<file path="src/rtl/bo_datapath.sv">
// Datapath for a 16-bit polynomial evaluator (A*x^2 + B*x + C).
// `define BO_OVF_FLAG_EN to add the sticky Ovf output.
module bo_datapath #(
  parameter int WIDTH = 16
) (
  input  logic             clk,
  input  logic             rst,
  input  logic [WIDTH-1:0] A,
  input  logic [WIDTH-1:0] B,
  input  logic [WIDTH-1:0] C,
  input  logic [WIDTH-1:0] x,
  input  logic [1:0]       M0,
  input  logic [1:0]       M1,
  input  logic [1:0]       M2,
  input  logic             LX,
  input  logic             LH,
  input  logic             LS,
  input  logic             H,
`ifdef BO_OVF_FLAG_EN
  output logic             Ovf,
`endif
  output logic [WIDTH-1:0] Pronto
);

  logic [WIDTH-1:0] r0, r1, r2;
  logic [WIDTH-1:0] m0, m1, m2;
  logic [WIDTH-1:0] alu;

  always_comb begin
    case (M0)
      2'b00:   m0 = '0;
      2'b01:   m0 = A;
      2'b10:   m0 = B;
      default: m0 = C;
    endcase
  end

  always_comb begin
    case (M1)
      2'b00:   m1 = m0;
      2'b01:   m1 = r0;
      2'b10:   m1 = r2;
      default: m1 = r1;
    endcase
  end

  always_comb begin
    case (M2)
      2'b00:   m2 = r0;
      2'b01:   m2 = m0;
      2'b10:   m2 = r2;
      default: m2 = r1;
    endcase
  end

  always_comb begin
    alu = H ? m1 * m2 : m1 + m2;
  end

  // Each register has its own enable; operands read pre-edge values.
  always_ff @(posedge clk) begin
    if (rst) begin
      r0 <= '0;
      r1 <= '0;
      r2 <= '0;
    end else begin
      if (LX) r0 <= x;
      if (LH) r1 <= alu;
      if (LS) r2 <= alu;
    end
  end

`ifdef BO_OVF_FLAG_EN
  logic [2*WIDTH-1:0] full;
  logic               ovf_hit;

  always_comb begin
    full = H ? (2*WIDTH)'(m1) * (2*WIDTH)'(m2)
             : (2*WIDTH)'(m1) + (2*WIDTH)'(m2);
    ovf_hit = |full[2*WIDTH-1:WIDTH];
  end

  // Sticky until reset: any truncated capture into R1/R2 sets it.
  always_ff @(posedge clk) begin
    if (rst)
      Ovf <= 1'b0;
    else if ((LH || LS) && ovf_hit)
      Ovf <= 1'b1;
  end
`endif

  assign Pronto = r2;

endmodule

</file>
<file path="config.mk">
export PLATFORM = sky130hd
export DESIGN_NAME = bo_datapath
export DESIGN_NICKNAME = d
export VERILOG_FILES = /design/src/rtl/bo_datapath.sv
export SDC_FILE = /design/constraint.sdc
export NUM_CORES = 1
export LEC_CHECK = 0
export BUFFER_PORTS_ARGS = -buffer_cell sky130_fd_sc_hd__buf_2
export CELL_PAD_IN_SITES_DETAIL_PLACEMENT = 0
export CELL_PAD_IN_SITES_GLOBAL_PLACEMENT = 1
export CORE_MARGIN = 2
export CORE_UTILIZATION = 42
export CTS_BUF_LIST = sky130_fd_sc_hd__clkbuf_4
export DETAILED_ROUTE_END_ITERATION = 7
export PLACE_DENSITY_LB_ADDON = 0.3
export SLEW_MARGIN = 10
export SYNTH_ARGS = -nofsm -noshare
export SYNTH_HDL_FRONTEND = slang
export SYNTH_SLANG_ARGS = --single-unit
</file>
<file path="constraint.sdc">
create_clock -name clk -period 7.95 [get_ports clk]
set_clock_uncertainty 0.2 [all_clocks]
set_input_delay 1.59 -clock clk [delete_from_list [all_inputs] [get_ports clk]]
set_output_delay 1.59 -clock clk [all_outputs]
set_load 0.01 [all_outputs]
</file>
### Yosys cells after proc, flatten, opt, wreduce, memory -nomap -nowiden

Cells that the tools add are included.

| operators by class | value |
|---|---|
| $mul | 1 |
| reductions and logical operators | 3 |
| eq/ne operators | 6 |
| add/subtract/negate cells | 1 |
| multiplexer cells | 4 |

Operators by type and width:

| kind | count |
|---|---|
| $pmux 16 s3 | 3 |
| $add 16x16->16 | 1 |
| $mul 16x16->16 | 1 |
| $mux 16 | 1 |
| $eq 2x1->1 const B | 3 |
| $eq 2x2->1 const B | 3 |
| $logic_not 2->1 | 3 |

| storage, ports and cells | value |
|---|---|
| output and inout port bits | 16 |
| word-level logic and storage cells | 18 |
| register bits | 48 |

### Logic depth before layout (Yosys ltp)

| depth | value |
|---|---|
| depth after elaboration | 5 |
| mapped depth | 31 |

### Worst setup path after synthesis

OpenSTA, ideal clock, no wires.

| timing | value |
|---|---|
| path type | input -> register |
| start point | in M2[1] |
| end point | reg r2[15] (netlist: Pronto[15]) |
| arrival time | 7.749 ns |
| data required time | 7.664 ns |
| stages | 27 |
| setup slack | -0.085 ns |
| cells stage by stage | buf_2 > buf_2 > buf_2 > mux4_2 > clkbuf_1 > inv_1 > nor2_1 > fa_1 > inv_1 > fa_1 > fa_1 > fa_1 > inv_1 > fa_1 > inv_1 > fa_1 > inv_1 > ha_1 > and2_1 > o21ai_0 > o21ai_0 > o21ai_0 > nand2_1 > a21oi_1 > xnor2_1 > mux2i_1 > a211oi_1 |

| between the ends | value |
|---|---|
| longest elaborated chain between the ends | 4 |
| elaborated cells between the ends (all ways) | 7 |

RTL lines:

| item | line | text |
|---|---|---|
| start, declared | 14 | `input logic [1:0] M2,` |
| $eq 2x2->1, or another cell as far along | 48 | `case (M2)` |
| $pmux 16 s3 * | 48 |  |
| $mul 16x16->16 / $add 16x16->16 (equally long branches) | 57 | `alu = H ? m1 * m2 : m1 + m2;` |
| $mux 16 * | 57 |  |
| end signal, assigned | 69 | `if (LS) r2 <= alu;` |
| end, declared | 25 | `logic [WIDTH-1:0] r0, r1, r2;` |

Mark *: on every way between the ends. The rest lies on a longest branch, timed or not.
A chain may end at the register's enable or synchronous reset.

### Worst setup path in the final report

| timing | value |
|---|---|
| start point | in M0[0] |
| end point | reg r2[14] (netlist: Pronto[14]) |

| between the ends | value |
|---|---|
| longest elaborated chain between the ends | 5 |
| elaborated cells between the ends (all ways) | 9 |

RTL lines:

| item | line | text |
|---|---|---|
| start, declared | 12 | `input logic [1:0] M0,` |
| $eq 2x2->1, or another cell as far along | 30 | `case (M0)` |
| $pmux 16 s3 * | 30 |  |
| $pmux 16 s3, on equally long branches | 39, 48 |  |
| $mul 16x16->16 / $add 16x16->16 (equally long branches) | 57 |  |
| $mux 16 * | 57 |  |

Marked as above.

==> impl_metrics.ini <==
[worst_setup_path]
crit_type = input pin to flop
r2r-end = Pronto[14]
endpoint_kind = flop
required_ns = 8.05
timing.rr.start = Pronto[7]
crit_start = M0[0]
start_kind = input pin
regToRegSetupSlack_ns = 1.62
cp_max_fo = 6
rr_worst_depth = 25
worstPathArrival_ns = 7.83

[synthesis]
synth-seq-cells = 48
synth.top_cell.area_share_pct = 21.5
synth_area_leaders = fa_1, dfxtp_1, ha_1, inv_1, mux2i_1
ys_async_sr_fraction_pct = 0
ys.warnings.count = 0
yosysSeqAreaShare_pct = 12.7
synth_ff_type = dfxtp_1
synth.avg_cell_area_um2 = 8.60
ys_types = 55
synthCells = 877
netlist_area_mm2 = 0.00754
synth_nets = 1098
yosysTopAreaCell = fa_1
synth-edff-count = 0

[global_route]
grt_pass1_wl_um = 35900
grt_use_total_pct = 23.5
overflow = 0
grt_antenna_before_repair = 1
grt_pass1_vias = 6816
grt_max_degree = 49

[worst_hold_path]
whs_endpoint = r1[10]
min_path_cells = 2
hold_start = r1[10]
hold_path_class = flop to flop

[clock_network]
htreeDepth = 2
cts_buffer_depth = 2
clock_latency_ns = 0.39
cts_hold_buffers = 0
cts_tree = built
numClockSinks = 48
cts_inserted_buffers = 5
clk_pin_slew_ns = 0.15
clockRootBuffer = clkbuf_4

[final_layout]
nNetsFinal = 1277
final_layout_size_suffix_gt1_share_pct = 26.8
final_util_pct = 51.9
syn_to_final_growth_pct = 22.3

[job]
maxCapViolCount = 0

[sta]
finalCritPeriodShare_pct = 97.3
worst_slew_pin_slew_ns = 0.945
min_period_ns = 7.74
hold_violations = 0
setup_viol = 0
slew_headroom_pct = 37.0
max_freq_mhz = 129
hold_slack_ns = 0.309
finalMaxSlewViolations = 0

[power]
irDropWorstVdd_mv = 0.161
p_leak_nw = 4.59
powerDensity_mw_per_mm2 = 258

[status]
status = finished, final reports clean

[placed_design]
numPortBuffers = 91
place.gp.congestion = 0.891
dp_hpwl_um = 18500

[floorplanning]
rows = 49
pin_count = 92
core-area_mm2 = 0.0178
start_util_pct = 42.4
die_area_mm2 = 0.0190
fp.dieH_um = 138
die_x_um = 138

[route]
dr_total_vias = 6608
drt_pass1_iterations = 7
drt-total-wl_um = 22200
postRouteAntennaNets = 0
vias_per_cell = 5.13
wl_per_cell_um = 17.2
drc = 0
drt-initial-drc-count = 327
## cell usage in the layout, fill, tap and decap left out, types with 5 or more instances in the layout
master / Yosys / layout
ha_1: 64 / 62
o2bb2ai_1: 7 / 6
dfxtp_1: 48 / 48
mux4_2: 16 / 16
buf_2: 15 / 90
clkbuf_4: 0 / 5
nand2_1: 76 / 75
nor2_1: 108 / 108
fa_1: 81 / 78
nor2b_1: 7 / 6
a21oi_1: 21 / 21
nor3_1: 10 / 10
mux2i_1: 48 / 44
xnor2_1: 37 / 36
a211oi_1: 30 / 30
a21o_1: 10 / 10
mux2_2: 7 / 6
xor2_1: 7 / 7
inv_1: 133 / 128
buf_4: 0 / 119
and2_1: 38 / 34
o21ai_0: 22 / 18
inv_2: 0 / 5
a221oi_1: 5 / 5
## what timing repair did
| action | in CTS | in global routing |
|---|---|---|
| gates resized for setup | 0 | 41 |
| setup buffers | 0 | 12 |
| endpoints found under the setup margin | 0 | 6 |
## worst max path at each step
| stage | end | slack [ns] | cells past startpoint |
|---|---|---|---|
| floorplan | Pronto[15] | 0.02 | 27 |
| global placement | Pronto[15] | -0.21 | 27 |
| detailed placement | r1[15] | -0.33 | 27 |
| CTS | r1[15] | 0.08 | 27 |
| global route | Pronto[14] | -0.03 | 26 |
| finish | Pronto[14] | 0.21 | 28 |
## where the power goes
part	internal, mW	switching [mW]	leakage [nW]
clock network	0.0361	0.0916	0.0336
logic	0.892	1.04	4.16
registers	0.285	0.0407	0.398
## worst max-delay path, cell delays in order
cell	delay, ns
buf_6	0.12
nor2b_4	0.14
buf_4	0.16
buf_4	0.14
o2bb2ai_1	0.11
mux4_2	0.54
buf_4	0.17
buf_4	0.12
ha_1	0.21
fa_1	0.48
inv_1	0.05
fa_1	0.48
inv_1	0.04
ha_1	0.18
fa_1	0.46
fa_1	0.54
inv_1	0.05
fa_1	0.47
inv_1	0.04
ha_1	0.30
buf_4	0.16
nand3_1	0.07
o21ai_1	0.09
nor4_2	0.28
a21oi_1	0.09
xor2_1	0.28
nand2_1	0.17
a311oi_2	0.29
## final cells by class
class / count / area (um^2)
tap: 229 / 287
multi-input combinational: 651 / 5990
inverter: 137 / 518
sequential: 48 / 961
clock buffer: 5 / 37.5
fill: 1762 / 8560
timing repair buffer: 213 / 1410
clock inverter: 3 / 21.3
antenna: 1 / 2.50
## metrics by stage
step	cell area, um^2	total power [mW]	setup slack, ns	cells	setup TNS, ns
3_3_place_gp	8930	2.15	-0.209	1266	-0.974
3_5_place_dp	8930	2.16	-0.328	1266	-1.46
4_1_cts	8990	2.31	0.0801	1274	0
6_report	9220	2.38	0.213	1287	0
2_1_floorplan	7550	1.54	0.0227	877	0
5_1_grt	9220	2.64	-0.0286	1287	-0.0348
## flip-flops by register name (all words and copies together), names as in the netlist
| signal | cells |
|---|---|
| Pronto | 16 |
| r0 | 16 |
| r1 | 16 |
## cell usage after synthesis, drive strengths merged, types with 2 or more instances
cell,count
a211oi,30
a21o,10
a21oi,21
a221oi,5
a22oi,4
a311oi,3
a31oi,4
and2,38
buf,20
clkbuf,21
clkinv,4
dfxtp,48
fa,81
ha,64
inv,133
mux2,7
mux2i,48
mux4,16
nand2,77
nand2b,2
nand3,4
nor2,108
nor2b,8
nor3,10
nor4,2
o211a,2
o21a,5
o21ai,23
o21bai,2
o2bb2ai,8
o31a,3
o31ai,6
or2,2
or3,2
xnor2,37
xnor3,3
xor2,7
## routing by layer
metal,vias to the layer above,global-route usage [%],routed length (um)
met5,-,0,0
met4,0,6.55,531
met3,25,2.29,1130
met2,184,39.2,10200
met1,3161,32.9,10300
li1,3238,-,-
## cell families (layout without fill, tap and decap cells)
kind of cell | count (synthesis) | count (layout) | synth area share (%)
mux | 71 | 71 | 12.2
xor+xnor | 47 | 47 | 6.00
other cells | 0 | 1 | 0
buf+inv | 178 | 358 | 9.50
compound gates | 132 | 132 | 12.4
simple gates | 256 | 256 | 15.0
flops | 48 | 48 | 12.7
fa+ha+maj | 145 | 145 | 32.1
Power figures use the tool's default switching activity.
